## src/rtl/if_prefetch_buffer.sv

```systemverilog
// Instruction-fetch stage: sequential fetch with one-cycle memory latency,
// DEPTH-entry prefetch FIFO feeding decode, redirect on flush.

module if_prefetch_buffer_chk #(
  parameter int unsigned CW    = 3,
  parameter int unsigned DEPTH = 4
) (
  input logic          Clock,
  input logic          Reset,
  input logic          push,
  input logic [CW-1:0] count
);
  localparam logic [CW-1:0] FULL = DEPTH[CW-1:0];

  a_no_overflow: assert property (@(posedge Clock) disable iff (Reset) !(push && (count == FULL)));
endmodule

module if_prefetch_buffer #(
  parameter int unsigned       XLEN      = 32,
  parameter int unsigned       DEPTH     = 4,
  parameter logic [XLEN-1:0]   RESET_PC  = '0,
  parameter logic [XLEN-1:0]   NOP_INSTR = 32'h00000013
) (
  input  logic                     Clock,
  input  logic                     Reset,
  input  logic                     flush,
  input  logic [XLEN-1:0]          redirect_pc,
  input  logic                     hold,
  output logic                     imem_req,
  output logic [XLEN-1:0]          imem_addr,
  input  logic [XLEN-1:0]          imem_rdata,
  output logic [XLEN-1:0]          PC_out,
  output logic [XLEN-1:0]          instruction_out,
  output logic                     valid_out,
  output logic [$clog2(DEPTH):0]   count_out
);
  localparam int unsigned AW = $clog2(DEPTH);
  localparam int unsigned CW = AW + 1;
  localparam logic [CW:0] DEPTH_W = DEPTH[CW:0];

  logic [XLEN-1:0] fetch_pc_q, fetch_pc_d;
  logic [XLEN-1:0] pc_pipe_q, pc_pipe_d;
  logic            inflight_q, inflight_d;
  logic [AW-1:0]   rd_ptr_q, rd_ptr_d, wr_ptr_q, wr_ptr_d;
  logic [CW-1:0]   count_q, count_d;
  logic [XLEN-1:0] instr_mem_q [DEPTH];
  logic [XLEN-1:0] pc_mem_q    [DEPTH];

  logic [CW:0] credits_s;
  logic        issue_s, push_s, pop_s, bubble_s;

  // Credit accounting: buffered entries plus the one response that may be in flight.
  always_comb begin
    credits_s = {1'b0, count_q} + {{CW{1'b0}}, inflight_q};
    issue_s   = !Reset && !flush && (credits_s < DEPTH_W);
    push_s    = inflight_q && !flush;
    pop_s     = !flush && !hold && (count_q != {CW{1'b0}});
    bubble_s  = flush || hold || (count_q == {CW{1'b0}});
  end

  // Next-state: a flush squashes the FIFO and the in-flight response and redirects.
  always_comb begin
    fetch_pc_d = fetch_pc_q;
    pc_pipe_d  = pc_pipe_q;
    inflight_d = issue_s;
    rd_ptr_d   = rd_ptr_q;
    wr_ptr_d   = wr_ptr_q;
    count_d    = count_q;
    if (flush) begin
      fetch_pc_d = redirect_pc;
      inflight_d = 1'b0;
      rd_ptr_d   = {AW{1'b0}};
      wr_ptr_d   = {AW{1'b0}};
      count_d    = {CW{1'b0}};
    end else begin
      if (issue_s) begin
        fetch_pc_d = fetch_pc_q + {{(XLEN-3){1'b0}}, 3'b100};
        pc_pipe_d  = fetch_pc_q;
      end else begin
        pc_pipe_d  = pc_pipe_q;
      end
      if (push_s) begin
        wr_ptr_d = wr_ptr_q + {{(AW-1){1'b0}}, 1'b1};
      end else begin
        wr_ptr_d = wr_ptr_q;
      end
      if (pop_s) begin
        rd_ptr_d = rd_ptr_q + {{(AW-1){1'b0}}, 1'b1};
      end else begin
        rd_ptr_d = rd_ptr_q;
      end
      case ({push_s, pop_s})
        2'b10:   count_d = count_q + {{(CW-1){1'b0}}, 1'b1};
        2'b01:   count_d = count_q - {{(CW-1){1'b0}}, 1'b1};
        default: count_d = count_q;
      endcase
    end
  end

  // Control state register with synchronous reset.
  always_ff @(posedge Clock) begin
    if (Reset) begin
      fetch_pc_q <= RESET_PC;
      pc_pipe_q  <= RESET_PC;
      inflight_q <= 1'b0;
      rd_ptr_q   <= {AW{1'b0}};
      wr_ptr_q   <= {AW{1'b0}};
      count_q    <= {CW{1'b0}};
    end else begin
      fetch_pc_q <= fetch_pc_d;
      pc_pipe_q  <= pc_pipe_d;
      inflight_q <= inflight_d;
      rd_ptr_q   <= rd_ptr_d;
      wr_ptr_q   <= wr_ptr_d;
      count_q    <= count_d;
    end
  end

  // FIFO storage: response is paired with the PC captured when it was issued.
  always_ff @(posedge Clock) begin
    if (push_s && !Reset) begin
      instr_mem_q[wr_ptr_q] <= imem_rdata;
      pc_mem_q[wr_ptr_q]    <= pc_pipe_q;
    end
  end

  // Decode-facing outputs and fetch request.
  always_comb begin
    imem_req  = issue_s;
    imem_addr = fetch_pc_q;
    count_out = count_q;
    if (bubble_s) begin
      instruction_out = NOP_INSTR;
      PC_out          = {XLEN{1'b0}};
      valid_out       = 1'b0;
    end else begin
      instruction_out = instr_mem_q[rd_ptr_q];
      PC_out          = pc_mem_q[rd_ptr_q];
      valid_out       = 1'b1;
    end
  end

  if_prefetch_buffer_chk #(.CW(CW), .DEPTH(DEPTH)) u_chk (
    .Clock (Clock),
    .Reset (Reset),
    .push  (push_s),
    .count (count_q)
  );
endmodule

```

## config.mk

```make
export PLATFORM = sky130hd
export DESIGN_NAME = if_prefetch_buffer
export DESIGN_NICKNAME = d
export VERILOG_FILES = /design/src/rtl/if_prefetch_buffer.sv
export SDC_FILE = /design/constraint.sdc
export NUM_CORES = 1
export LEC_CHECK = 0
export ABC_AREA = 1
export BUFFER_PORTS_ARGS = -buffer_cell sky130_fd_sc_hd__buf_2
export CAP_MARGIN = 0
export CORE_UTILIZATION = 65
export CTS_BUF_LIST = sky130_fd_sc_hd__clkbuf_4 sky130_fd_sc_hd__clkbuf_8
export DETAILED_ROUTE_END_ITERATION = 6
export GPL_ROUTABILITY_DRIVEN = 0
export GPL_TIMING_DRIVEN = 0
export PLACE_DENSITY = 0.88
export SETUP_SLACK_MARGIN = 0.3
export SLEW_MARGIN = 25
export SYNTH_ARGS = -nofsm -noshare
export SYNTH_HDL_FRONTEND = slang
export SYNTH_SLANG_ARGS = --single-unit
export TNS_END_PERCENT = 50
```

## constraint.sdc

```tcl
create_clock -name Clock -period 13.2 [get_ports Clock]
set_input_delay 1.98 -clock Clock [delete_from_list [all_inputs] [get_ports Clock]]
set_output_delay 1.98 -clock Clock [all_outputs]
set_load 0.01 [all_outputs]
```

==> run metrics, run 1 <==
gr usage total=between 30% and 40%; crit-path most repeated cell=buf_2; syn avg cell area=10.25 µm²; CTS root buffer=clkbuf_8; synth unique cells=36; predominant post-synthesis flop cell=edfxtp_1; CP cell instances=buf_6, nor2_1, o31ai_1, clkbuf_1, buf_2, a21oi_1, buf_2; largest cells by area after synthesis=edfxtp_1, dfxtp_1, nor2_1, o21ai_0, nand2_1; vias=10980; Die H=147.0 µm; Pleak=6.321 nW; post-synth top area share=56.25%; Met3 Wirelength=3926 µm; part of the power in registers=55.4%; vias in the first global route=10550; CTS tree=yes; final slew viol count=0; final hold violations=0; H-tree depth=2; Max-slew headroom=approximately half; share of cells above drive strength 1=19.30%; CORE AREA=roughly 20000 µm²; NetSw=0.0004706 W; commonest non-fill, non-tap cell in the layout=nor2_1; Final Power=0.002091 W; Post-CTS Setup Bufs=0; FFs w/ async S/R, synth=0%; R2R Path End=pc_mem_q[1][28]$_DFFE_PP_; clock-pin slew on the worst setup and hold paths=60 ps; Buffers on Ports=167; met1 WL=around 13000 µm; crit path DAT=3490 ps; worst setup path category=input port to output port; Worst Clk Skew=23.03 ps; Hold Path Cell Cnt=0; Antenna diodes=0; Layout area overhead=18.24%; Layout Nets=about 1600; cell count after placement=1782; maximum VDD drop=between 0.08 and 0.09 mV; slowest CP cell=clkbuf_1; Hold Path Class=flip-flop to flip-flop; post-DP HPWL=about 23000 µm; DRT antenna net count=0; final setup margin=7733 ps; critical path required time=11220 ps; element type at the critical path start=input port; Row Count=52; RR Startpoint=inflight_q$_SDFF_PP0_; status=finished clean; top layer in use=met4; global route overflow=0; Ys Warns=0; cts bufs inserted=49; sequential share of the synthesized area=67.09%; Hold Worst Slack=between 500 and 600 ps; Worst-Skew Late Latency=between 500 and 600 ps; Gate power share=between 4 and 5%; Synth Instances=~1300; Ports=between 150 and 200; Worst Reg-to-Reg Cells=5; WL per Instance=~19 µm; critical path endpoint category=output port; Pint=0.001620 W; CP peak stage delay=around 500 ps; CTS Hold Buffers Added=0; Synth area leader=edfxtp_1; Setup violations, final=0; Post-route DRC=0; Worst Setup EP=PC_out[11]; Pre-antenna DRT Iters=5; number of synthesized flops with an enable pin=~260; worst slew pin tran=768.1 ps; antenna violations before repair=0; die width=~150 µm; Final Non-Filler Cells=1871; Detailed Route WL=35680 µm; Via density=5.869; largest net degree at the start of global routing=24; Die Footprint=around 22000 µm²; minimum clock period=around 5500 ps; Iter 0 DRT Violations=1042; first-pass GRT wire length=55010 µm; initial core utilization=~67%; CTS sink cnt=330; CTS resizes=0; met2 wire len=17440 µm; most frequent cells in the layout=nor2_1, edfxtp_1, buf_2, o21ai_0, nand2_1; Net Count, Synth=roughly 1400; maximum fanout along the worst path=10; Post-Syn Area=13670 µm²; TNS Setup=0 ps; period utilisation layout=41.42%; crit path launch=flush; Yosys reg bits=330; maximum clock frequency=between 0.15 and 0.2 GHz; max_cap viols=0; Clock Power Share=about two fifths; DP Worst Slack=7836 ps; Max clock buf depth=3; Net Sw Frac=22.50%; Pwr per Cell Area=approximately 130 nW/µm²; worst reg-to-reg setup slack=~11000 ps; unrepaired setup endpoints after global routing=no
## metal layers
metal / GRT usage (%) / vias up
met5: 0 / -
met4: 14.74 / 0
met3: 5.745 / 113
met2: 55.00 / 772
met1: 43.28 / 5073
li1: - / 5022
## area by class of cell
class | count | area [µm²]
buffer | 72 | 350.3
clock buffer | 66 | 833.3
clock inverter | 23 | 147.6
fill | 1214 | 4270
inverter | 84 | 316.6
multi-input combinational | 847 | 3861
sequential | 330 | 9169
tap | 270 | 337.8
timing repair buffer | 179 | 1144
## cells in the mapped netlist (6+ instances only)
cell,number
buf_6,6
o21ai_0,163
buf_2,25
edfxtp_1,256
dfxtp_1,74
inv_1,81
a211oi_1,6
buf_1,6
nand3_1,52
clkbuf_1,34
nor2_1,335
nor2_2,11
nand2_1,128
a21oi_1,94
nor3_1,14
nand4_1,7
ha_1,6
## sequential cells by signal, indices dropped and copies added (netlist names), named ones only
| register | cells |
|---|---|
| count_out | 3 |
| instr_mem_q | 128 |
| wr_ptr_q | 2 |
| inflight_q | 1 |
| pc_mem_q | 128 |
| rd_ptr_q | 2 |
| imem_addr | 32 |
| pc_pipe_q | 32 |
## worst min path at each step
stage	from	endpoint	slack [ps]
2_1_floorplan	pc_pipe_q[11]$_SDFFE_PP0P_	pc_mem_q[0][11]$_DFFE_PP_	450
3_3_place_gp	pc_pipe_q[24]$_SDFFE_PP0P_	pc_mem_q[0][24]$_DFFE_PP_	480
3_5_place_dp	pc_pipe_q[11]$_SDFFE_PP0P_	pc_mem_q[3][11]$_DFFE_PP_	490
4_1_cts	pc_pipe_q[22]$_SDFFE_PP0P_	pc_mem_q[3][22]$_DFFE_PP_	510
5_1_grt	pc_pipe_q[11]$_SDFFE_PP0P_	pc_mem_q[2][11]$_DFFE_PP_	530
6_report	pc_pipe_q[22]$_SDFFE_PP0P_	pc_mem_q[3][22]$_DFFE_PP_	500
## per-stage QoR
step                      util (%)  area, µm²
after floorplan                  -      13670
after global placement       72.64      14840
after detailed placement     74.30      15180
after CTS                    79.10      16160
after global routing         79.10      16160
final                        79.10      16160
## cell families (layout without fill, tap and decap cells)
kind of cell	after synthesis	count (layout)	synth area share (%)
fa+ha+maj	7	7	0.6958
compound gates	279	279	10.57
simple gates	557	557	16.51
buf+inv	156	424	4.879
flops	330	330	67.09
xor+xnor	4	4	0.2563
## worst max-delay path: cells and delay by family
| kind | cells | cell delay, ps |
|---|---|---|
| buf+inv | 4 | 1190 |
| simple gates | 1 | 50 |
| compound gates | 2 | 250 |
## power by group through the flow
stage / Combinational (W) / Clock, W / Sequential, W
floorplan: 0.0000503 / 0 / 0.00118
CTS: 0.0000955 / 0.000836 / 0.00116
detailed placement: 0.0000942 / 0 / 0.00118
finish: 0.0000968 / 0.000837 / 0.00116
global placement: 0.0000877 / 0 / 0.00118
global route: 0.000106 / 0.000882 / 0.00116
Power figures use the tool's default switching activity.
==> run 2, diff against run 1 <==
CORE_UTILIZATION = 54   (was 65)
PLACE_DENSITY = 0.78   (was 0.88)
clock period = 4.4 ns   (was 13.2 ns; I/O delays follow)
==> run 2 against run 1 <==
  * Critical path depth did not move
  * Final area rose by 0.87%
  * Core utilization fell by 13 points
  * Register-to-register slack got worse by 8700 ps
  * Critical path type is now flip-flop to output port
  * Sequential share of layout area fell by 0.49 points
  * Worst hold slack got worse by 220 ps
  * Combinational power rose to 3.0 times the previous value
  * Flip-flop and latch count did not move
  * Wire length fell by 4.4%
  * Count of clock-buffer cells in the layout rose by 15
  * Via count fell by 3.1%
  * Power rose to 3.0 times the previous value
==> run metrics, run 2 (same netlist as run 1, synthesis figures left out) <==
status=finished clean; Buffers on Ports=167; slowest CP cell=dfxtp_1; Row Count=57; WL per Instance=17.71 µm; Max-slew headroom=57.13%; commonest non-fill, non-tap cell in the layout=nor2_1; CTS sink cnt=330; element type at the critical path start=flip-flop; Final Core Density=66.24%; Pwr per Cell Area=391.0 nW/µm²; CTS resizes=0; critical path endpoint category=output port; Worst-Skew Late Latency=590 ps; Max clock buf depth=3; critical path required time=about 3700 ps; Die H=161.1 µm; DRT antenna net count=0; worst setup path category=flip-flop to output port; share of cells above drive strength 1=20.21%; worst reg-to-reg setup slack=2290 ps; vias=10640; maximum fanout along the worst path=10; crit-path most repeated cell=clkbuf_1; RR Startpoint=count_out[0]$_SDFFE_PP0P_; TNS Setup=0 ps; vias in the first global route=9918; Via density=about 5.5; CP peak stage delay=330 ps; hold path start=imem_rdata[30]; crit path DAT=2550 ps; Die Footprint=25950 µm²; final slew viol count=0; minimum clock period=between 3000 and 4000 ps; largest net degree at the start of global routing=23; CTS root buffer=clkbuf_8; Post-CTS Setup Bufs=0; Detailed Route WL=34120 µm; Post-route DRC=0; final hold violations=0; first-pass GRT wire length=52370 µm; worst slew pin tran=643.0 ps; Pleak=6.363 nW; maximum VDD drop=around 0.17 mV; CORE AREA=24600 µm²; Worst Clk Skew=24.81 ps; Ports=169; die width=roughly 160 µm; final setup margin=1188 ps; Hold Path Class=input port to flip-flop; CTS Hold Buffers Added=0; max_cap viols=0; period utilisation layout=73.00%; most frequent cells in the layout=nor2_1, edfxtp_1, buf_2, o21ai_0, nand2_1; Iter 0 DRT Violations=1082; Antenna diodes=0; cts bufs inserted=50; DP Worst Slack=1563 ps; CTS tree=yes; Hold Worst Slack=285.2 ps; Pre-antenna DRT Iters=5; initial core utilization=approximately 56%; global route overflow=0; Layout Nets=1639; CP cell instances=clkbuf_1, clkinv_1, clkbuf_1, nor2_1, o21ai_0, a21oi_1, buf_2; clock-pin slew on the worst setup and hold paths=roughly 60 ps; post-DP HPWL=22990 µm; H-tree depth=2; Regs by FF count=instr_mem_q: 128 flops, pc_mem_q: 128 flops; Setup violations, final=0; maximum clock frequency=just over 0.3 GHz; Layout area overhead=19.26%; gr usage total=26.04%; unrepaired setup endpoints after global routing=no; antenna violations before repair=0
[run 2: worst max-delay path, delay by kind of cell, from the launching register on]
kind | cells | cell delay, ps
buffers and inverters | 4 | 1080
AOI/OAI and AO/OA | 2 | 400
DFF | 1 | 330
and+or+nand+nor | 1 | 170
[run 2: report_power, final]
group / leakage [nW] / internal, W / switching, W
registers: 2.92 / 0.00341 / 0.0000627
clock network: 0.563 / 0.00146 / 0.00116
logic: 2.88 / 0.000105 / 0.000180
total: 6.36 / 0.00497 / 0.00140
[run 2: layout make-up]
class | count | area, µm²
plain buffers | 72 | 350.3
clock buffers | 81 | 970.9
clock inverters | 10 | 82.58
fillers | 1865 | 8305
inverters | 84 | 316.6
multi-input cells | 847 | 3861
flip-flops and latches | 330 | 9169
well taps | 324 | 405.4
repair buffers | 179 | 1144
[run 2: final timing paths]
| path | to | cells past startpoint |
|---|---|---|
| worst max-delay path | PC_out[11] | 7 |
| worst min-delay path | instr_mem_q[1][30]$_DFFE_PP_ | 1 |
| worst max register to register | count_out[2]$_SDFFE_PP0P_ | 9 |
| worst min register to register | count_out[0]$_SDFFE_PP0P_ | 1 |
[run 2: metrics by stage]
stage               cells  total power (W)  cell area (µm²)
global placement     1824         0.003801            14910
detailed placement   1836         0.003817            15250
global route         1927         0.006575            16300
finish               1927         0.006372            16300
CTS                  1927         0.006393            16300
floorplan            1333         0.003677            13670
[run 2: layer usage]
metal | vias up | wire, µm | global-route usage (%)
met5 | - | 0 | 0
met4 | 0 | 633 | 9.434
met3 | 54 | 3063 | 4.520
met2 | 573 | 16390 | 42.38
met1 | 4985 | 14030 | 35.30
li1 | 5026 | - | -
